`config.mk`:
```
export PLATFORM = sky130hd
export DESIGN_NAME = doc_receiver
export DESIGN_NICKNAME = d
export VERILOG_FILES = /design/src/rtl/doc_receiver.sv
export SDC_FILE = /design/constraint.sdc
export NUM_CORES = 1
export LEC_CHECK = 0
export ABC_CLOCK_PERIOD_IN_PS = 2000
export CAP_MARGIN = 20
export CORE_MARGIN = 1.5
export CORE_UTILIZATION = 57
export DETAILED_ROUTE_END_ITERATION = 8
export PLACE_DENSITY = 0.79
export SYNTH_ARGS = -nofsm -noshare
export SYNTH_HDL_FRONTEND = slang
export SYNTH_SLANG_ARGS = --single-unit
```
`constraint.sdc`:
```
create_clock -name clk -period 2 [get_ports clk]
set_input_delay 0.4 -clock clk [delete_from_list [all_inputs] [get_ports clk]]
set_output_delay 0.4 -clock clk [all_outputs]
set_load 0.05 [all_outputs]
```
`src/rtl/doc_receiver.sv`:
```
// doc_receiver: oversampling UART receiver plus document framing FSM.
// Accepts ACK, 300 printable characters (15 rows x 20 columns, row-major)
// and EOF, and drives the document memory write port with character codes.
module doc_receiver #(
    parameter int          CLKS_PER_BIT = 434,
    parameter logic [7:0]  SIGACK       = 8'hCC,
    parameter logic [7:0]  SIGEOF       = 8'hDD
) (
    input  logic       clk,
    input  logic       reset,
    input  logic       RsRx,
    output logic       write_en,
    output logic [9:0] write_addr,
    output logic [7:0] write_data,
    output logic       busy,
    output logic       done,
    output logic       error
);

    localparam int CNT_W = (CLKS_PER_BIT > 2) ? $clog2(CLKS_PER_BIT) : 1;
    localparam logic [CNT_W-1:0] FULL_M1 = CNT_W'(CLKS_PER_BIT - 1);
    localparam logic [CNT_W-1:0] HALF_M1 = CNT_W'(CLKS_PER_BIT / 2 - 1);

    typedef enum logic [1:0] {R_IDLE, R_START, R_DATA, R_STOP} rx_state_t;
    typedef enum logic [1:0] {D_IDLE, D_DATA, D_EOF} doc_state_t;

    // ---------------- synchronizer ----------------
    logic r_rx_meta;
    logic r_rx_s;

    // Two-flop synchronizer; idles high so reset does not look like a start bit.
    always_ff @(posedge clk) begin
        if (reset) begin
            r_rx_meta <= 1'b1;
            r_rx_s    <= 1'b1;
        end else begin
            r_rx_meta <= RsRx;
            r_rx_s    <= r_rx_meta;
        end
    end

    // ---------------- UART receiver ----------------
    rx_state_t        r_rx_state, w_rx_state_next;
    logic [CNT_W-1:0] r_cnt, w_cnt_next;
    logic [2:0]       r_bit_cnt, w_bit_cnt_next;
    logic [7:0]       r_shift, w_shift_next;
    logic [7:0]       r_byte, w_byte_next;
    logic             r_byte_valid, w_byte_valid_next;
    logic             r_frame_err, w_frame_err_next;

    // Receiver state, bit timing counter and the registered byte/strobes.
    always_ff @(posedge clk) begin
        if (reset) begin
            r_rx_state   <= R_IDLE;
            r_cnt        <= '0;
            r_bit_cnt    <= '0;
            r_shift      <= '0;
            r_byte       <= '0;
            r_byte_valid <= 1'b0;
            r_frame_err  <= 1'b0;
        end else begin
            r_rx_state   <= w_rx_state_next;
            r_cnt        <= w_cnt_next;
            r_bit_cnt    <= w_bit_cnt_next;
            r_shift      <= w_shift_next;
            r_byte       <= w_byte_next;
            r_byte_valid <= w_byte_valid_next;
            r_frame_err  <= w_frame_err_next;
        end
    end

    // Receiver next state: half-bit to start centre, then full bits per sample.
    always_comb begin
        w_rx_state_next   = r_rx_state;
        w_cnt_next        = r_cnt + 1'b1;
        w_bit_cnt_next    = r_bit_cnt;
        w_shift_next      = r_shift;
        w_byte_next       = r_byte;
        w_byte_valid_next = 1'b0;
        w_frame_err_next  = 1'b0;
        case (r_rx_state)
            R_IDLE: begin
                w_cnt_next     = '0;
                w_bit_cnt_next = '0;
                if (!r_rx_s) w_rx_state_next = R_START;
            end
            R_START: begin
                if (r_cnt == HALF_M1) begin
                    w_cnt_next      = '0;
                    // A line that is high again at mid start bit was a glitch.
                    w_rx_state_next = r_rx_s ? R_IDLE : R_DATA;
                end
            end
            R_DATA: begin
                if (r_cnt == FULL_M1) begin
                    w_cnt_next     = '0;
                    w_shift_next   = {r_rx_s, r_shift[7:1]};
                    w_bit_cnt_next = r_bit_cnt + 1'b1;
                    if (r_bit_cnt == 3'd7) w_rx_state_next = R_STOP;
                end
            end
            R_STOP: begin
                if (r_cnt == FULL_M1) begin
                    w_cnt_next      = '0;
                    w_rx_state_next = R_IDLE;
                    if (r_rx_s) begin
                        w_byte_valid_next = 1'b1;
                        w_byte_next       = r_shift;
                    end else begin
                        w_frame_err_next  = 1'b1;
                    end
                end
            end
            default: w_rx_state_next = R_IDLE;
        endcase
    end

    // ---------------- document framing ----------------
    doc_state_t r_doc_state, w_doc_state_next;
    logic [4:0] r_x, w_x_next;
    logic [3:0] r_y, w_y_next;
    logic       r_write_en, w_write_en_next;
    logic [9:0] r_write_addr, w_write_addr_next;
    logic [7:0] r_write_data, w_write_data_next;
    logic       r_done, w_done_next;
    logic       r_error, w_error_next;
    logic       w_printable;

    assign w_printable = (r_byte >= 8'h20) && (r_byte <= 8'h7F);

    // Document state, cursor and registered memory-port / status outputs.
    always_ff @(posedge clk) begin
        if (reset) begin
            r_doc_state  <= D_IDLE;
            r_x          <= '0;
            r_y          <= '0;
            r_write_en   <= 1'b0;
            r_write_addr <= '0;
            r_write_data <= '0;
            r_done       <= 1'b0;
            r_error      <= 1'b0;
        end else begin
            r_doc_state  <= w_doc_state_next;
            r_x          <= w_x_next;
            r_y          <= w_y_next;
            r_write_en   <= w_write_en_next;
            r_write_addr <= w_write_addr_next;
            r_write_data <= w_write_data_next;
            r_done       <= w_done_next;
            r_error      <= w_error_next;
        end
    end

    // Document next state: write printable bytes, abort on anything else.
    always_comb begin
        w_doc_state_next  = r_doc_state;
        w_x_next          = r_x;
        w_y_next          = r_y;
        w_write_en_next   = 1'b0;
        w_write_addr_next = r_write_addr;
        w_write_data_next = r_write_data;
        w_done_next       = 1'b0;
        w_error_next      = 1'b0;
        case (r_doc_state)
            D_IDLE: begin
                w_x_next = '0;
                w_y_next = '0;
                if (r_byte_valid && (r_byte == SIGACK)) w_doc_state_next = D_DATA;
            end
            D_DATA: begin
                if (r_frame_err || (r_byte_valid && !w_printable)) begin
                    w_error_next     = 1'b1;
                    w_doc_state_next = D_IDLE;
                end else if (r_byte_valid) begin
                    w_write_en_next   = 1'b1;
                    w_write_data_next = r_byte - 8'h20;
                    w_write_addr_next = {1'b0, r_y, r_x};
                    if (r_x == 5'd19) begin
                        w_x_next = '0;
                        if (r_y == 4'd14) begin
                            w_y_next         = '0;
                            w_doc_state_next = D_EOF;
                        end else begin
                            w_y_next = r_y + 1'b1;
                        end
                    end else begin
                        w_x_next = r_x + 1'b1;
                    end
                end
            end
            D_EOF: begin
                if (r_frame_err || (r_byte_valid && (r_byte != SIGEOF))) begin
                    w_error_next     = 1'b1;
                    w_doc_state_next = D_IDLE;
                end else if (r_byte_valid) begin
                    w_done_next      = 1'b1;
                    w_doc_state_next = D_IDLE;
                end
            end
            default: w_doc_state_next = D_IDLE;
        endcase
    end

    assign write_en   = r_write_en;
    assign write_addr = r_write_addr;
    assign write_data = r_write_data;
    assign busy       = (r_doc_state != D_IDLE);
    assign done       = r_done;
    assign error      = r_error;

endmodule
```
==> impl_metrics.py <==
metrics = {
    "yosys": {
        "synthXorXnorAreaFrac_pct": 2.78,
        "syn_inst": 321,
        "synthSimpleGateAreaFrac_pct": 22.7,
        "synth_edf_count": 0,
        "synth_top_family_by_area": "simple AND/OR/NAND/NOR gates",
        "yosys_register_bits": 65,
        "yosysUniqueCellTypes": 45,
        "synth_area_mm2": 0.00284,
        "synth-adder-area-share_pct": 5.29,
        "synth_compound_area_share_pct": 12.1,
        "synthArstFlopShare_pct": 0,
        "synth_flop_cell": "dfxtp_1",
        "yosys-mux-area-fraction_pct": 6.70,
        "synth_seq_area_share_pct": 45.9,
        "synthesis.nets": 336,
        "ys.warnings.count": 0,
        "syn_avg_cell_area_um2": 8.84,
    },
    "finish": {
        "drive_gt1_share_pct": 10.3,
        "fillerInstances": 376,
        "syn2layout_area_growth_pct": 19.9,
        "nets": 362,
        "num_antenna_cells": 0,
        "final_core_util_pct": 71.6,
    },
    "floorplanning": {
        "rows": 25,
        "initial_core_util_pct": 59.7,
        "die_w_um": 73.6,
        "core_mm2": 0.00475,
        "die_height_um": 73.6,
        "io_pins": 25,
        "dieArea_mm2": 0.00541,
    },
    "sta": {
        "fin_ws_ns": 0.0918,
        "holdWs_ns": 0.405,
        "rsz0062_at_grt": "false",
        "tightest_slew_ns": 0.520,
        "post-route-period-util_pct": 95.4,
        "setup_viol": 0,
        "slew_headroom_pct": 65.3,
        "setup_tns_ns": 0,
        "clock_skew_ns": 0.00843,
        "finalHoldViolations": 0,
        "period_minus_slack_ns": 1.91,
        "fmax_ghz": 0.524,
        "slew_violations": 0,
    },
    "worst_hold_path": {
        "hp-start": "reset",
        "min_path_type": "in2reg",
        "holdPathStages": 2,
    },
    "run_status": {
        "status": "completed",
    },
    "power": {
        "switching_share_pct": 20.1,
        "power_density_mw_per_mm2": 766,
        "power.total_mw": 2.61,
        "vdd_drop_max_uv": 495,
        "leakage_nw": 1.22,
        "power_frac_clock_pct": 47.8,
        "combinationalPowerShare_pct": 2.1,
        "power.net_switching_mw": 0.524,
        "p_int_mw": 2.08,
        "pwr-share-seq_pct": 50.1,
    },
    "worst_setup_path": {
        "critical_path_arrival_ns": 1.51,
        "critPathBufInv": 1,
        "r2r-end": "r_y[1]",
        "worstSetupPathType": "reg2out",
        "crit_chain": "clkdlybuf4s50_1",
        "crit_end": "write_data[4]",
        "required_ns": 1.60,
        "r2r-start": "r_doc_state[1]",
        "cp_max_fo": 2,
        "crit_path_end_kind": "primary output",
        "crit_path_start_kind": "flip-flop",
        "r2r_slack_ns": 0.17,
        "critPathMaxStageDelay_ns": 0.82,
        "timing.critical_path.from": "write_data[4]",
        "crit_cells": 1,
        "reg2reg_depth": 6,
        "crit_family": "buffers and inverters",
        "cp_slowest_cell": "clkdlybuf4s50_1",
    },
    "clocking": {
        "clk_pin_slew_ns": 0.07,
        "clock_latency_ns": 0.34,
        "cts_sinks": 65,
        "cts_buffer_depth": 2,
        "ctsHtreeMaxLevel": 3,
        "cts_tree": "built",
        "clock-root-buffer": "clkbuf_8",
        "cts_buffers": 9,
        "cts_hold_buf": 0,
    },
    "global_route": {
        "grt_pass1_wl_mm": 9.13,
        "overflow": 0,
        "grt_max_degree": 28,
        "grt_pass1_vias": 2113,
        "grtUsageTotal_pct": 22.1,
        "antenna_found_initial": 0,
    },
    "route": {
        "first_pass_iters": 4,
        "drt_iter0_drc": 122,
        "wl_mm": 5.48,
        "ant_nets": 0,
        "viasPerCell": 5.46,
        "drc": 0,
        "vias": 2284,
        "drt-wirelength-per-cell_um": 13.1,
    },
    "place": {
        "pre_cts_ws_ns": 0.123,
        "io_buffer_count": 23,
        "hpwl_mm": 3.70,
        "place_congestion": 0.910,
    },
    "run": {
        "maxCapViolCount": 0,
    },
}
==> through the flow <==
step | instances | area (µm²)
2_1_floorplan | 321 | 2840
3_3_place_gp | 403 | 3160
3_5_place_dp | 403 | 3160
4_1_cts | 418 | 3390
5_1_grt | 418 | 3400
6_report | 418 | 3400
==> power by group through the flow <==
stage	combinational [mW]	clock, mW	sequential (mW)
floorplan	0.0430	0	1.33
global placement	0.0532	0	1.34
detailed placement	0.0543	0	1.34
CTS	0.0546	1.27	1.31
global route	0.0611	1.32	1.31
finish	0.0547	1.25	1.31
==> cell usage after synthesis (3+ instances only) <==
library cell / number / area share [%]
or3_1: 4 / 0.88
mux2i_1: 19 / 6.7
nor2_1: 40 / 5.3
xor2_1: 3 / 0.93
xnor2_1: 6 / 1.9
ha_1: 12 / 5.3
nand2b_1: 3 / 0.66
a211oi_1: 4 / 1.1
a21oi_1: 26 / 4.6
nand3_1: 9 / 1.6
nor3_1: 7 / 1.2
or4_1: 3 / 0.79
clkbuf_1: 12 / 1.6
inv_1: 15 / 2.0
nand2_1: 40 / 5.3
dfxtp_1: 65 / 46
o21ai_0: 12 / 2.1
nor4_1: 4 / 0.88
==> worst min path at each step <==
stage | slack (ns) | endpoint
after floorplan | 0.39 | r_rx_s
final | 0.41 | r_shift[3]
after global routing | 0.43 | r_shift[2]
after global placement | 0.39 | r_rx_s
after detailed placement | 0.41 | r_rx_s
after CTS | 0.40 | r_shift[3]
==> placed cells by master, fill, tap and decap left out, types with 9 or more instances in the layout <==
cell             instances
ha_1                    11
nand2_1                 40
nand3_1                  9
clkbuf_8                11
mux2i_1                 19
dfxtp_1                 65
o21ai_0                 11
clkdlybuf4s50_1         21
inv_1                   15
a21oi_1                 26
nor2_1                  40
==> flip-flops by register name, indices dropped and copies added, names as in the netlist, 2 cells and up, named ones only <==
signal       count
r_byte           8
write_data       8
r_shift          8
r_cnt            9
r_doc_state      2
r_bit_cnt        3
write_addr       9
r_y              4
r_x              5
==> per-layer routing <==
layer	vias up	global-route usage (%)	part of all wire, %	wire (µm)
li1	1158	-	-	-
met1	1064	26.9	45	2470
met2	50	35.4	49	2680
met3	12	5.08	3.9	211
met4	0	13.2	2.0	110
met5	-	0	0	0
==> repair_timing <==
| item | CTS | global route |
|---|---|---|
| setup endpoints to repair | 0 | 8 |
| setup buffers | 0 | 0 |
| resized for setup | 0 | 5 |
==> final cells by class <==
type	count	area (µm²)	area share [%]
tap	67	83.8	2.46
inverter	15	56.3	1.65
timing repair buffer	31	308	9.04
multi-input combinational	225	1430	41.9
clock buffer	11	151	4.45
sequential	65	1300	38.2
clock inverter	4	76.3	2.24
==> logic make-up after synthesis <==
family,after synthesis
AO/OA/AOI/OAI,56
XOR/XNOR,9
adder cells (fa/ha/maj),12
buffers and inverters,31
flip-flops,65
multiplexers,19
other,1
AND/OR/NAND/NOR,128
Note: power is estimated with default switching activity, not from simulation.
